[src/rtl/uart_rx_fifo_if.sv]
// Bus between the UART receiver/APB register block (master) and the receive FIFO (slave).
// Port names follow the receiver and register-block signal names.
interface uart_rx_fifo_if #(
  parameter int DEPTH = 16
);
  localparam int AW = $clog2(DEPTH);

  logic [7:0]  rx_data;
  logic        rx_done;
  logic        parity_error;
  logic        rd_en;
  logic        flush;
  logic        ovr_clr;
  logic [AW:0] thresh;

  logic [7:0]  rd_data;
  logic        rd_perr;
  logic        empty;
  logic        full;
  logic [AW:0] count;
  logic        overrun;
  logic        level_irq;

  modport master (
    output rx_data, rx_done, parity_error, rd_en, flush, ovr_clr, thresh,
    input  rd_data, rd_perr, empty, full, count, overrun, level_irq
  );

  modport slave (
    input  rx_data, rx_done, parity_error, rd_en, flush, ovr_clr, thresh,
    output rd_data, rd_perr, empty, full, count, overrun, level_irq
  );
endinterface

[src/rtl/uart_rx_fifo.sv]
// Receive FIFO between the UART receiver and the APB register block: stores {parity, data},
// presents the oldest entry show-ahead, and reports fill level, threshold and overrun status.
module uart_rx_fifo #(
  parameter  int DEPTH = 16,
  localparam int AW    = $clog2(DEPTH)
) (
  input logic           clk,
  input logic           rst_n,
  uart_rx_fifo_if.slave bus
);

  logic [8:0]    mem_q [DEPTH];
  logic [AW-1:0] wr_ptr_q, wr_ptr_d;
  logic [AW-1:0] rd_ptr_q, rd_ptr_d;
  logic [AW:0]   count_q,  count_d;
  logic          overrun_q, overrun_d;

  logic empty, full;
  logic pop_ok, push_ok, drop;

  assign empty = (count_q == '0);
  assign full  = (count_q == (AW+1)'(DEPTH));

  // A pop frees a slot in the same cycle, so a push into a full FIFO is accepted
  // only when paired with a valid pop; while empty the pop is ignored instead.
  assign pop_ok  = bus.rd_en && !empty;
  assign push_ok = bus.rx_done && (!full || pop_ok);
  assign drop    = bus.rx_done && full && !pop_ok;

  // NOTE: always_comb with a default for every output up front cannot infer a latch.
  always_comb begin
    wr_ptr_d  = wr_ptr_q;
    rd_ptr_d  = rd_ptr_q;
    count_d   = count_q;
    overrun_d = overrun_q;

    if (bus.flush) begin
      wr_ptr_d  = '0;
      rd_ptr_d  = '0;
      count_d   = '0;
      overrun_d = 1'b0;
    end else begin
      if (push_ok) wr_ptr_d = wr_ptr_q + AW'(1);
      if (pop_ok)  rd_ptr_d = rd_ptr_q + AW'(1);

      unique case ({push_ok, pop_ok})
        2'b10:   count_d = count_q + (AW+1)'(1);
        2'b01:   count_d = count_q - (AW+1)'(1);
        default: count_d = count_q;
      endcase

      // Set wins over a same-cycle clear.
      if (drop)             overrun_d = 1'b1;
      else if (bus.ovr_clr) overrun_d = 1'b0;
    end
  end

  // NOTE: sequential state uses non-blocking assignments so every register samples pre-edge values.
  always_ff @(posedge clk) begin
    if (!rst_n) begin
      wr_ptr_q  <= '0;
      rd_ptr_q  <= '0;
      count_q   <= '0;
      overrun_q <= 1'b0;
    end else begin
      wr_ptr_q  <= wr_ptr_d;
      rd_ptr_q  <= rd_ptr_d;
      count_q   <= count_d;
      overrun_q <= overrun_d;
    end
  end

  // NOTE: the storage array is deliberately not reset; entries are only read behind a valid count.
  always_ff @(posedge clk) begin
    if (rst_n && !bus.flush && push_ok) begin
      mem_q[wr_ptr_q] <= {bus.parity_error, bus.rx_data};
    end
  end

  assign bus.rd_data   = mem_q[rd_ptr_q][7:0];
  assign bus.rd_perr   = mem_q[rd_ptr_q][8];
  assign bus.empty     = empty;
  assign bus.full      = full;
  assign bus.count     = count_q;
  assign bus.overrun   = overrun_q;
  assign bus.level_irq = (bus.thresh != '0) && (count_q >= bus.thresh);

endmodule

[src/flat_wrapper.sv]
// flat-port wrapper written by rule: the top's interface ports become plain ports
module uart_rx_fifo_flat 
#(
  parameter  int DEPTH = 16,
  localparam int AW    = $clog2(DEPTH)
)
  (clk, rst_n, bus_rx_data, bus_rx_done, bus_parity_error, bus_rd_en, bus_flush, bus_ovr_clr, bus_thresh, bus_rd_data, bus_rd_perr, bus_empty, bus_full, bus_count, bus_overrun, bus_level_irq);
  uart_rx_fifo_if #(.DEPTH(DEPTH)) bus_i ();
  input logic clk;
  input logic rst_n;
  input wire logic [$bits(bus_i.rx_data)-1:0] bus_rx_data;
  input wire logic [$bits(bus_i.rx_done)-1:0] bus_rx_done;
  input wire logic [$bits(bus_i.parity_error)-1:0] bus_parity_error;
  input wire logic [$bits(bus_i.rd_en)-1:0] bus_rd_en;
  input wire logic [$bits(bus_i.flush)-1:0] bus_flush;
  input wire logic [$bits(bus_i.ovr_clr)-1:0] bus_ovr_clr;
  input wire logic [$bits(bus_i.thresh)-1:0] bus_thresh;
  output wire logic [$bits(bus_i.rd_data)-1:0] bus_rd_data;
  output wire logic [$bits(bus_i.rd_perr)-1:0] bus_rd_perr;
  output wire logic [$bits(bus_i.empty)-1:0] bus_empty;
  output wire logic [$bits(bus_i.full)-1:0] bus_full;
  output wire logic [$bits(bus_i.count)-1:0] bus_count;
  output wire logic [$bits(bus_i.overrun)-1:0] bus_overrun;
  output wire logic [$bits(bus_i.level_irq)-1:0] bus_level_irq;
  assign bus_i.rx_data = bus_rx_data;
  assign bus_i.rx_done = bus_rx_done;
  assign bus_i.parity_error = bus_parity_error;
  assign bus_i.rd_en = bus_rd_en;
  assign bus_i.flush = bus_flush;
  assign bus_i.ovr_clr = bus_ovr_clr;
  assign bus_i.thresh = bus_thresh;
  assign bus_rd_data = bus_i.rd_data;
  assign bus_rd_perr = bus_i.rd_perr;
  assign bus_empty = bus_i.empty;
  assign bus_full = bus_i.full;
  assign bus_count = bus_i.count;
  assign bus_overrun = bus_i.overrun;
  assign bus_level_irq = bus_i.level_irq;
  uart_rx_fifo #(.DEPTH(DEPTH)) u_core (.clk(clk), .rst_n(rst_n), .bus(bus_i));
endmodule
[config.mk]
export PLATFORM = sky130hd
export DESIGN_NAME = uart_rx_fifo_flat
export DESIGN_NICKNAME = d
export VERILOG_FILES = /design/src/rtl/uart_rx_fifo_if.sv /design/src/rtl/uart_rx_fifo.sv /design/src/flat_wrapper.sv
export SDC_FILE = /design/constraint.sdc
export NUM_CORES = 1
export LEC_CHECK = 0
export BUFFER_PORTS_ARGS = -buffer_cell sky130_fd_sc_hd__buf_4
export CORE_MARGIN = 10
export CORE_UTILIZATION = 30
export DETAILED_ROUTE_END_ITERATION = 12
export RECOVER_POWER = 50
export SETUP_SLACK_MARGIN = 0.4
export SYNTH_ARGS = -nofsm -noshare
export SYNTH_HDL_FRONTEND = slang
export SYNTH_SLANG_ARGS = --single-unit
export TNS_END_PERCENT = 50
[constraint.sdc]
create_clock -name clk -period 6.3 [get_ports clk]
set_clock_uncertainty 0.15 [all_clocks]
set_input_delay 0.945 -clock clk [delete_from_list [all_inputs] [get_ports clk]]
set_output_delay 0.945 -clock clk [all_outputs]
set_load 0.01 [all_outputs]
==> impl_metrics.env <==
export IMPL_status="finished, violations left"
export IMPL_violations="max-capacitance violations, max-slew violations"
export IMPL_clk_latency_ps=420
export IMPL_clockRootBuffer="clkbuf_16"
export IMPL_p_total_mw=2.18
export IMPL_worstPathArrival_ps=2790
export IMPL_syn_area_mm2=0.00653
export IMPL_drtIter0Drc=182
export IMPL_power_density_mw_per_mm2=289
export IMPL_ctsResizeCount=0
export IMPL_dieHeight_um=168
export IMPL_clk_pin_slew_ps=60
export IMPL_drtAntennaViolNets=0
export IMPL_ys_ff_latch=162
export IMPL_portBuffers=37
export IMPL_holdPathStages=2
export IMPL_dieWidth_um=168
export IMPL_rsz0062_at_grt="false"
export IMPL_synth_top_flop_cell="edfxtp_1"
export IMPL_yosysMostFrequentCell="edfxtp_1"
export IMPL_synth_edff_count=144
export IMPL_setup_tns_ps=0
export IMPL_cts_sinks=162
export IMPL_initial_utilization_pct=30.8
export IMPL_post_route_period_util_pct=61.6
export IMPL_synth_avg_cell_area_um2=18.0
export IMPL_cts_buffer_depth=2
export IMPL_synth_common_cells="edfxtp_1, nor2_1, mux4_2"
export IMPL_vias=3368
export IMPL_ys_top_cells_by_area="edfxtp_1, mux4_2, dfxtp_1"
export IMPL_min_period_ps=3880
export IMPL_path_max_fanout=19
export IMPL_grt_overflow=0
export IMPL_synth_top_area_share_pct=66.2
export IMPL_grt_max_degree=37
export IMPL_grtUsageTotal_pct=10.0
export IMPL_nets=441
export IMPL_setup_violations=0
export IMPL_cpMostUsedCell="buf_4"
export IMPL_drv_slew=1
export IMPL_ir_drop_uv=192
export IMPL_avgViaCountPerCell=4.85
export IMPL_fill_cells=2007
export IMPL_netlist_instances=363
export IMPL_fmax_ghz=0.258
export IMPL_grt_pass1_wl_um=21300
export IMPL_area_growth_pct=15.5
export IMPL_final_layout_size_suffix_gt1_share_pct=22.4
export IMPL_rr_worst_depth=9
export IMPL_post_cts_buffers=0
export IMPL_hold_class="reg -> reg"
export IMPL_ys_seq_area_share_pct=71.7
export IMPL_synthArstFlopShare_pct=0
export IMPL_cts_tree="built"
export IMPL_cp_cell_sequence="buf_4 > mux4_2 > a22oi_1 > nand2_1 > buf_4"
export IMPL_holdBufCountCts=0
export IMPL_start_kind="flop"
export IMPL_criticalPathCategory="reg -> out"
export IMPL_synth_nets=398
export IMPL_end_kind="output pin"
export IMPL_worstPathRequired_ps=5200
export IMPL_core_area_mm2=0.0212
export IMPL_gp_congestion=0.761
export IMPL_route_detailed_drc=0
export IMPL_yosysTopAreaCell="edfxtp_1"
export IMPL_die_area_mm2=0.0281
export IMPL_synth_cell_types=36
export IMPL_grt_pass1_vias=3526
export IMPL_antenna_found_initial=0
export IMPL_p_leak_nw=2.43
export IMPL_cp_slowest_cell="dfxtp_2"
export IMPL_numCtsBuffers=17
export IMPL_dr_pass1_iters=4
export IMPL_maxCapViolCount=1
export IMPL_wire_per_inst_um=20.0
export IMPL_ys_warn_count=0
export IMPL_hold_viol=0
export IMPL_slew_headroom_pct=-1.25
export IMPL_cts_htree_levels=4
export IMPL_fin_area_mm2=0.00755
export IMPL_n_antenna_cell=0
export IMPL_rows=53
export IMPL_ios=38
export IMPL_dp_hpwl_um=9060
export IMPL_worst_pin_slew_ps=1500
export IMPL_critPathMaxStageDelay_ps=790
export IMPL_dpl_cell_area_mm2=0.00710
export IMPL_totalWireLength_um=13900
cell families after synthesis:
family / Yosys count / share of synthesized area (%)
adder cells (fa/ha/maj): 15 / 2.99
XOR/XNOR: 6 / 0.804
buffers and inverters: 26 / 1.69
flip-flops: 162 / 71.7
multiplexers: 39 / 12.9
AND/OR/NAND/NOR: 80 / 5.73
AO/OA/AOI/OAI: 35 / 4.23
critical path: cells and delay by family (launching register included):
family / cells / cell delay, ps
flops: 1 / 790
buf+inv: 2 / 620
mux: 1 / 580
compound gates: 1 / 250
simple gates: 1 / 100
final timing paths:
kind	slack, ps	startpoint	end
worst max-delay path	2420	flop	bus_rd_data[7]
worst min-delay path	350	u_core.rd_ptr_q[3]	flop
worst max register to register	2720	u_core.bus.count[1]	u_core.bus.count[4]
worst min register to register	350	u_core.rd_ptr_q[3]	flop
state kept, by name, summed over array words and instances (netlist names), named ones only:
| name | cells |
|---|---|
| u_core.wr_ptr_q | 4 |
| u_core.bus.count | 5 |
| u_core.rd_ptr_q | 4 |
| u_core.mem_q | 144 |
| u_core.bus.overrun | 1 |
where the power goes:
group          total, mW  internal, mW  switching [mW]
logic             0.0784        0.0306          0.0479
clock network      0.929         0.505           0.424
registers           1.18          1.17         0.00523
total               2.18          1.71           0.477
per-layer routing:
layer	global-route usage [%]	wire length [µm]	vias up
met1	13.3	6330	1716
met2	14.9	6510	118
met3	3.09	881	10
li1	-	-	1524
met5	0	0	-
met4	4.35	155	0
cell usage in the layout (no fill, tap or decap), types with 2 or more instances in the layout:
| master | instances |
|---|---|
| nand2_1 | 15 |
| ha_1 | 14 |
| nor2b_1 | 4 |
| inv_1 | 11 |
| clkinv_4 | 4 |
| a22oi_1 | 18 |
| dfxtp_1 | 17 |
| clkbuf_16 | 17 |
| o211ai_1 | 3 |
| or4_1 | 5 |
| nand3_1 | 8 |
| edfxtp_1 | 144 |
| clkinvlp_4 | 3 |
| nor2_1 | 38 |
| mux2i_1 | 3 |
| clkinv_1 | 3 |
| o21ai_0 | 2 |
| nand2b_1 | 3 |
| inv_6 | 4 |
| clkbuf_1 | 14 |
| mux4_2 | 36 |
| buf_4 | 25 |
| xor2_1 | 5 |
| a21oi_1 | 7 |
cell type report:
class | count | area, µm² | share of cell area, %
flip-flops and latches | 162 | 4690 | 62.1
clock inverters | 15 | 109 | 1.44
repair buffers | 39 | 240 | 3.18
inverters | 11 | 41.3 | 0.547
clock buffers | 17 | 425 | 5.63
well taps | 275 | 344 | 4.56
multi-input cells | 175 | 1700 | 22.6
through the flow:
stage / cells / setup slack [ps] / hold slack [ps] / utilization (%)
6_report: 694 / 2420 / 347 / 35.6
2_1_floorplan: 363 / 3380 / 309 / -
5_1_grt: 694 / 2140 / 378 / 35.6
3_5_place_dp: 662 / 2790 / 334 / 33.5
4_1_cts: 694 / 2310 / 349 / 36.0
3_3_place_gp: 662 / 2800 / 329 / 33.5
Note: power is estimated with default switching activity, not from simulation.
